File: config.mk
export PLATFORM = sky130hd
export DESIGN_NAME = clap_count_sequencer_flat
export DESIGN_NICKNAME = d
export VERILOG_FILES = /design/src/rtl/clap_count_sequencer_if.sv /design/src/rtl/clap_count_sequencer.sv /design/src/flat_wrapper.sv
export SDC_FILE = /design/constraint.sdc
export NUM_CORES = 1
export LEC_CHECK = 0
export ABC_CLOCK_PERIOD_IN_PS = 2800
export CORE_ASPECT_RATIO = 1.2
export CORE_UTILIZATION = 40
export CTS_BUF_LIST = sky130_fd_sc_hd__clkbuf_8
export DETAILED_ROUTE_END_ITERATION = 10
export SYNTH_ARGS = -nofsm -noshare
export SYNTH_HDL_FRONTEND = slang
export SYNTH_SLANG_ARGS = --single-unit
File: constraint.sdc
create_clock -name clk -period 2.8 [get_ports clk]
set_clock_uncertainty 0.1 [all_clocks]
set_input_delay 0.56 -clock clk [delete_from_list [all_inputs] [get_ports clk]]
set_output_delay 0.56 -clock clk [all_outputs]
set_load 0.02 [all_outputs]
File: src/rtl/clap_count_sequencer_if.sv
// ---------------------------------------------------------------------------
// clap_count_sequencer_if
//
// Purpose:
//   Bundles the clap-sequencer control inputs and display/status outputs so
//   the sequencer and whatever drives it share one connection.
//
// Signals:
//   clap      1  clap strobe, one clock wide, synchronous to clk
//   clear     1  synchronous abort back to IDLE with count cleared
//   count     4  current clap count for the LED bar driver
//   seq_done  1  one-cycle pulse when a sequence closes
//   busy      1  high whenever the sequencer is not IDLE
//   state     2  FSM state for debug (00 IDLE, 01 LOCKOUT, 10 ARMED, 11 HOLD)
//
// Modports:
//   master  drives clap/clear, observes the outputs (detector / test side)
//   slave   the sequencer itself
// ---------------------------------------------------------------------------
interface clap_count_sequencer_if;
    logic       clap;
    logic       clear;
    logic [3:0] count;
    logic       seq_done;
    logic       busy;
    logic [1:0] state;

    modport master (
        output clap,
        output clear,
        input  count,
        input  seq_done,
        input  busy,
        input  state
    );

    modport slave (
        input  clap,
        input  clear,
        output count,
        output seq_done,
        output busy,
        output state
    );
endinterface

File: src/rtl/clap_count_sequencer.sv
// ---------------------------------------------------------------------------
// clap_count_sequencer
//
// Purpose:
//   Turns single-cycle clap strobes into a clap count for the LED bar graph.
//   After every accepted clap, further claps are ignored for a lockout period
//   so that echoes are rejected. Claps accumulate until a silence window
//   expires, at which point the sequence closes (seq_done pulse) and the final
//   count is held for display before clearing automatically.
//
// Ports:
//   clk   in   system clock
//   rst   in   asynchronous, active-low reset
//   bus   slave modport of clap_count_sequencer_if
//           clap, clear in; count, seq_done, busy, state out (all registered)
//
// Parameters:
//   LOCKOUT_CYC  cycles claps are ignored after an accepted clap (>=1)
//   WINDOW_CYC   cycles allowed in ARMED without a clap before closing (>=1)
//   HOLD_CYC     cycles the final count is displayed after closing (>=1)
//   MAX_COUNT    count ceiling, 1..15
//
// Configuration:
//   CLAP_COUNT_WRAP_EN  when defined, a clap accepted at the ceiling wraps the
//                       count to 1; otherwise the count saturates at MAX_COUNT.
// ---------------------------------------------------------------------------
module clap_count_sequencer #(
    parameter int LOCKOUT_CYC = 50_000,
    parameter int WINDOW_CYC  = 2_500_000,
    parameter int HOLD_CYC    = 5_000_000,
    parameter int MAX_COUNT   = 8
) (
    input  logic                    clk,
    input  logic                    rst,
    clap_count_sequencer_if.slave   bus
);

    // One timer is shared by all three timed phases, so it is sized for the
    // longest of them.
    localparam int MAX_LW   = (LOCKOUT_CYC > WINDOW_CYC) ? LOCKOUT_CYC : WINDOW_CYC;
    localparam int MAX_ALL  = (MAX_LW > HOLD_CYC) ? MAX_LW : HOLD_CYC;
    localparam int TW       = $clog2(MAX_ALL + 1);

    // Loading N-1 and leaving on the cycle the timer reads zero gives exactly
    // N cycles in the phase.
    localparam logic [TW-1:0] LOCKOUT_LOAD = TW'(LOCKOUT_CYC - 1);
    localparam logic [TW-1:0] WINDOW_LOAD  = TW'(WINDOW_CYC - 1);
    localparam logic [TW-1:0] HOLD_LOAD    = TW'(HOLD_CYC - 1);
    localparam logic [3:0]    COUNT_MAX    = 4'(MAX_COUNT);

    typedef enum logic [1:0] {
        IDLE    = 2'b00,
        LOCKOUT = 2'b01,
        ARMED   = 2'b10,
        HOLD    = 2'b11
    } state_e;

    state_e          state_q, state_d;
    logic [3:0]      count_q, count_d;
    logic [TW-1:0]   timer_q, timer_d;
    logic            seq_done_q, seq_done_d;
    logic            busy_q, busy_d;

    // Count after a clap accepted in ARMED: either saturate or wrap at the
    // ceiling depending on build configuration.
    logic [3:0]      count_inc;

    always_comb begin
        count_inc = count_q + 4'd1;
        if (count_q >= COUNT_MAX) begin
`ifdef CLAP_COUNT_WRAP_EN
            count_inc = 4'd1;
`else
            count_inc = COUNT_MAX;
`endif
        end
    end

    // Next-state logic. clear overrides everything, including a clap on the
    // same cycle. seq_done defaults low so it can only ever be a single-cycle
    // pulse on the ARMED to HOLD transition.
    always_comb begin
        state_d    = state_q;
        count_d    = count_q;
        timer_d    = timer_q;
        seq_done_d = 1'b0;

        if (bus.clear) begin
            state_d = IDLE;
            count_d = 4'd0;
            timer_d = '0;
        end else begin
            case (state_q)
                IDLE: begin
                    if (bus.clap) begin
                        state_d = LOCKOUT;
                        count_d = 4'd1;
                        timer_d = LOCKOUT_LOAD;
                    end
                end

                // Claps here are treated as echoes of the one just counted.
                LOCKOUT: begin
                    if (timer_q == '0) begin
                        state_d = ARMED;
                        timer_d = WINDOW_LOAD;
                    end else begin
                        timer_d = timer_q - 1'b1;
                    end
                end

                // A clap on the very cycle the window expires is still
                // counted; the sequence only closes on genuine silence.
                ARMED: begin
                    if (bus.clap) begin
                        state_d = LOCKOUT;
                        count_d = count_inc;
                        timer_d = LOCKOUT_LOAD;
                    end else if (timer_q == '0) begin
                        state_d    = HOLD;
                        seq_done_d = 1'b1;
                        timer_d    = HOLD_LOAD;
                    end else begin
                        timer_d = timer_q - 1'b1;
                    end
                end

                // A clap while the result is on display starts a fresh
                // sequence without announcing another completion.
                HOLD: begin
                    if (bus.clap) begin
                        state_d = LOCKOUT;
                        count_d = 4'd1;
                        timer_d = LOCKOUT_LOAD;
                    end else if (timer_q == '0) begin
                        state_d = IDLE;
                        count_d = 4'd0;
                    end else begin
                        timer_d = timer_q - 1'b1;
                    end
                end

                default: begin
                    state_d = IDLE;
                    count_d = 4'd0;
                    timer_d = '0;
                end
            endcase
        end

        busy_d = (state_d != IDLE);
    end

    // State and output registers.
    always_ff @(posedge clk or negedge rst) begin
        if (!rst) begin
            state_q    <= IDLE;
            count_q    <= 4'd0;
            timer_q    <= '0;
            seq_done_q <= 1'b0;
            busy_q     <= 1'b0;
        end else begin
            state_q    <= state_d;
            count_q    <= count_d;
            timer_q    <= timer_d;
            seq_done_q <= seq_done_d;
            busy_q     <= busy_d;
        end
    end

    assign bus.count    = count_q;
    assign bus.seq_done = seq_done_q;
    assign bus.busy     = busy_q;
    assign bus.state    = state_q;

endmodule

File: src/flat_wrapper.sv
// flat-port wrapper written by rule: the top's interface ports become plain ports
module clap_count_sequencer_flat 
#(
    parameter int LOCKOUT_CYC = 50_000,
    parameter int WINDOW_CYC  = 2_500_000,
    parameter int HOLD_CYC    = 5_000_000,
    parameter int MAX_COUNT   = 8
)
  (clk, rst, bus_clap, bus_clear, bus_count, bus_seq_done, bus_busy, bus_state);
  clap_count_sequencer_if bus_i ();
  input  logic clk;
  input  logic rst;
  input wire logic [$bits(bus_i.clap)-1:0] bus_clap;
  input wire logic [$bits(bus_i.clear)-1:0] bus_clear;
  output wire logic [$bits(bus_i.count)-1:0] bus_count;
  output wire logic [$bits(bus_i.seq_done)-1:0] bus_seq_done;
  output wire logic [$bits(bus_i.busy)-1:0] bus_busy;
  output wire logic [$bits(bus_i.state)-1:0] bus_state;
  assign bus_i.clap = bus_clap;
  assign bus_i.clear = bus_clear;
  assign bus_count = bus_i.count;
  assign bus_seq_done = bus_i.seq_done;
  assign bus_busy = bus_i.busy;
  assign bus_state = bus_i.state;
  clap_count_sequencer #(.LOCKOUT_CYC(LOCKOUT_CYC), .WINDOW_CYC(WINDOW_CYC), .HOLD_CYC(HOLD_CYC), .MAX_COUNT(MAX_COUNT)) u_core (.clk(clk), .rst(rst), .bus(bus_i));
endmodule
==> qor.yml <==
path_cells: "nor4_4, nand3_2, o31ai_1, o22ai_1, a32o_1"
io_buffers: 11
grt_overflow: 0
cts_resized: 0
syn_avg_cell_area_um2: 8.68
ys.flop_type: "dfrtp_1"
rsz0062_at_grt: "false"
cts.sinks: 31
cpMaxStageDelayCell: "o31ai_1"
cp.required_ps: 2870
core_mm2: 0.00571
postRouteAntennaNets: 0
min_period_over_period_pct: 89.4
gp_congestion: 0.906
maxSlewHeadroom_pct: 53.2
fmax_ghz: 0.400
wire_per_inst_um: 18.2
initial_core_util_pct: 41.8
grt_pass1_wl_um: 11400
dieWidth_um: 72.5
status: "finished, final reports clean"
synth-seq-area-share_pct: 32.5
synthesis.instances: 275
root_buffer: "clkbuf_8"
power.density_mw_per_mm2: 496
worstSetupEndpointType: "flop"
htreeDepth: 2
p_switching_uw: 501
setup-tns-final_ps: 0
p_total_uw: 1370
synth.distinct_cells: 54
dp_hpwl_um: 5000
peakVddDrop_mv: 0.217
maxCapViolations: 0
grtUsageTotal_pct: 23.6
io_pins: 12
vias_per_cell: 6.15
yosysWarnings: 0
mostFrequentLayoutCells: "dfrtp_1 (31), nor2_1 (21), inv_1 (19), buf_4 (18), a21oi_1 (16)"
stdcell_area_mm2: 0.00276
synthArstFlopShare_pct: 100
p_seq_share_pct: 38.9
syn_area_mm2: 0.00239
critical_path.max_stage_delay_ps: 530
via_count: 2300
grt_pass1_vias: 2201
antenna_found_initial: 0
crit_fanout: 16
hold_path_class: "flop to flop"
drt_iter0_drc: 194
dieHeight_um: 86.6
routed_wl_um: 6820
place_area_mm2: 0.00266
switching_share_pct: 36.7
clk_pin_slew_ps: 70
grt_max_degree: 32
diodes: 0
die_area_mm2: 0.00628
post_cts_buffers: 0
synth_top_area_share_pct: 32.5
rows: 30
synth_edf_count: 0
holdWs_ps: 452
combPwrFrac_pct: 32.3
insertion_delay_ps: 290
min_period_ps: 2500
yosys.area.top_type: "dfrtp_1"
synth-seq-cells: 31
drv_slew: 0
setup_viol_count_final: 0
nNetsFinal: 306
clk_path_buf_depth: 2
hold_viol_final: 0
path_buf_inv: 0
area_growth_pct: 15.5
syn_nets: 288
drt-pass1-iter-count: 4
cts_buffers: 5
worst_pin_slew_ps: 695
crit_arrival_ps: 2580
crit_type: "flop to flop"
cts_tree: "done"
power_leakage_uw: 0.00122
critPathLaunchType: "flop"
p_clk_share_pct: 28.8
cts_hold_buf: 0
synthTopCellsByArea: "dfrtp_1 (33%), ha_1 (4.7%), o22a_1 (4.4%)"
internal_power_uw: 866
drive_gt1_share_pct: 14.6
drc: 0
critPathTopFamily: "simple AND/OR/NAND/NOR gates"
layout.cells.most_common: "dfrtp_1"
-- worst paths after layout --
kind | slack (ps) | end | depth (start not counted) | from
max reg2reg | 300 | u_core.timer_q[12] | 5 | u_core.timer_q[11]
min in group asynchronous | 570 | u_core.timer_q[18] | 2 | rst
min | 450 | u_core.timer_q[21] | 2 | u_core.timer_q[21]
min reg2reg | 450 | u_core.timer_q[21] | 2 | u_core.timer_q[21]
max in group asynchronous | 1730 | u_core.timer_q[10] | 2 | rst
max | 300 | u_core.timer_q[12] | 5 | u_core.timer_q[11]
-- synth_stat cells, drive strengths merged (3+ instances only) --
cell type	n
a211oi	3
a21oi	16
a22oi	7
a2bb2oi	3
a31oi	8
a32o	5
buf	7
clkbuf	11
dfrtp	31
ha	9
inv	18
nand2	13
nand2b	5
nand3	6
nand4	6
nor2	22
nor3	16
nor4	11
o21ai	12
o22a	12
o22ai	8
o31ai	3
o32ai	3
or2	3
or3	5
-- power groups by stage --
stage / sequential (uW) / clock, uW / combinational [uW]
after floorplan: 528 / 0 / 314
after global placement: 539 / 0 / 436
after detailed placement: 539 / 0 / 434
after CTS: 530 / 403 / 437
after global routing: 537 / 423 / 481
final: 532 / 394 / 441
-- flip-flops by register name, indices dropped and copies added, names as in the netlist --
signal               count
u_core.bus.seq_done      1
u_core.timer_q          23
u_core.bus.busy          1
u_core.bus.count         4
u_core.bus.state         2
-- metal layers --
metal | GRT usage [%] | routed length, um | vias to the layer above
met5 | 0 | 0 | -
met4 | 10.2 | 238 | 0
met3 | 3.60 | 392 | 17
met2 | 38.2 | 3220 | 81
met1 | 31.2 | 2970 | 1107
li1 | - | - | 1095
-- worst reg2reg max path, delay by kind of cell (launching register included) --
family	cells	cell delay, ps
flip-flops	1	470
AND/OR/NAND/NOR	2	910
AO/OA/AOI/OAI	3	910
-- cell type report --
cell class                 instances  area, um^2
clock buffer                       7        96.3
timing repair buffer              29         245
multi-input combinational        208        1470
tap                               80         100
fill                             584        2950
inverter                          18        67.6
clock inverter                     1        3.75
sequential                        31         776
-- metrics by stage --
stage / utilization, % / instances / worst slack (ps)
2_1_floorplan: - / 275 / 445
3_3_place_gp: 46.5 / 366 / 311
3_5_place_dp: 46.5 / 366 / 270
4_1_cts: 48.3 / 374 / 329
5_1_grt: 48.3 / 374 / 165
6_report: 48.3 / 374 / 297
-- logic make-up (layout without fill, tap and decap cells) --
| logic type | count (synthesis) | count (layout) | share of synthesized area, % |
|---|---|---|---|
| DFF | 31 | 31 | 32.5 |
| buffers and inverters | 36 | 55 | 6.03 |
| and+or+nand+nor | 95 | 95 | 24.2 |
| adders and majority gates | 9 | 9 | 4.72 |
| muxes | 1 | 1 | 0.420 |
| xor gates and xnor gates | 1 | 1 | 0.367 |
| AOI/OAI and AO/OA | 102 | 102 | 31.8 |
Power figures use the tool's default switching activity.
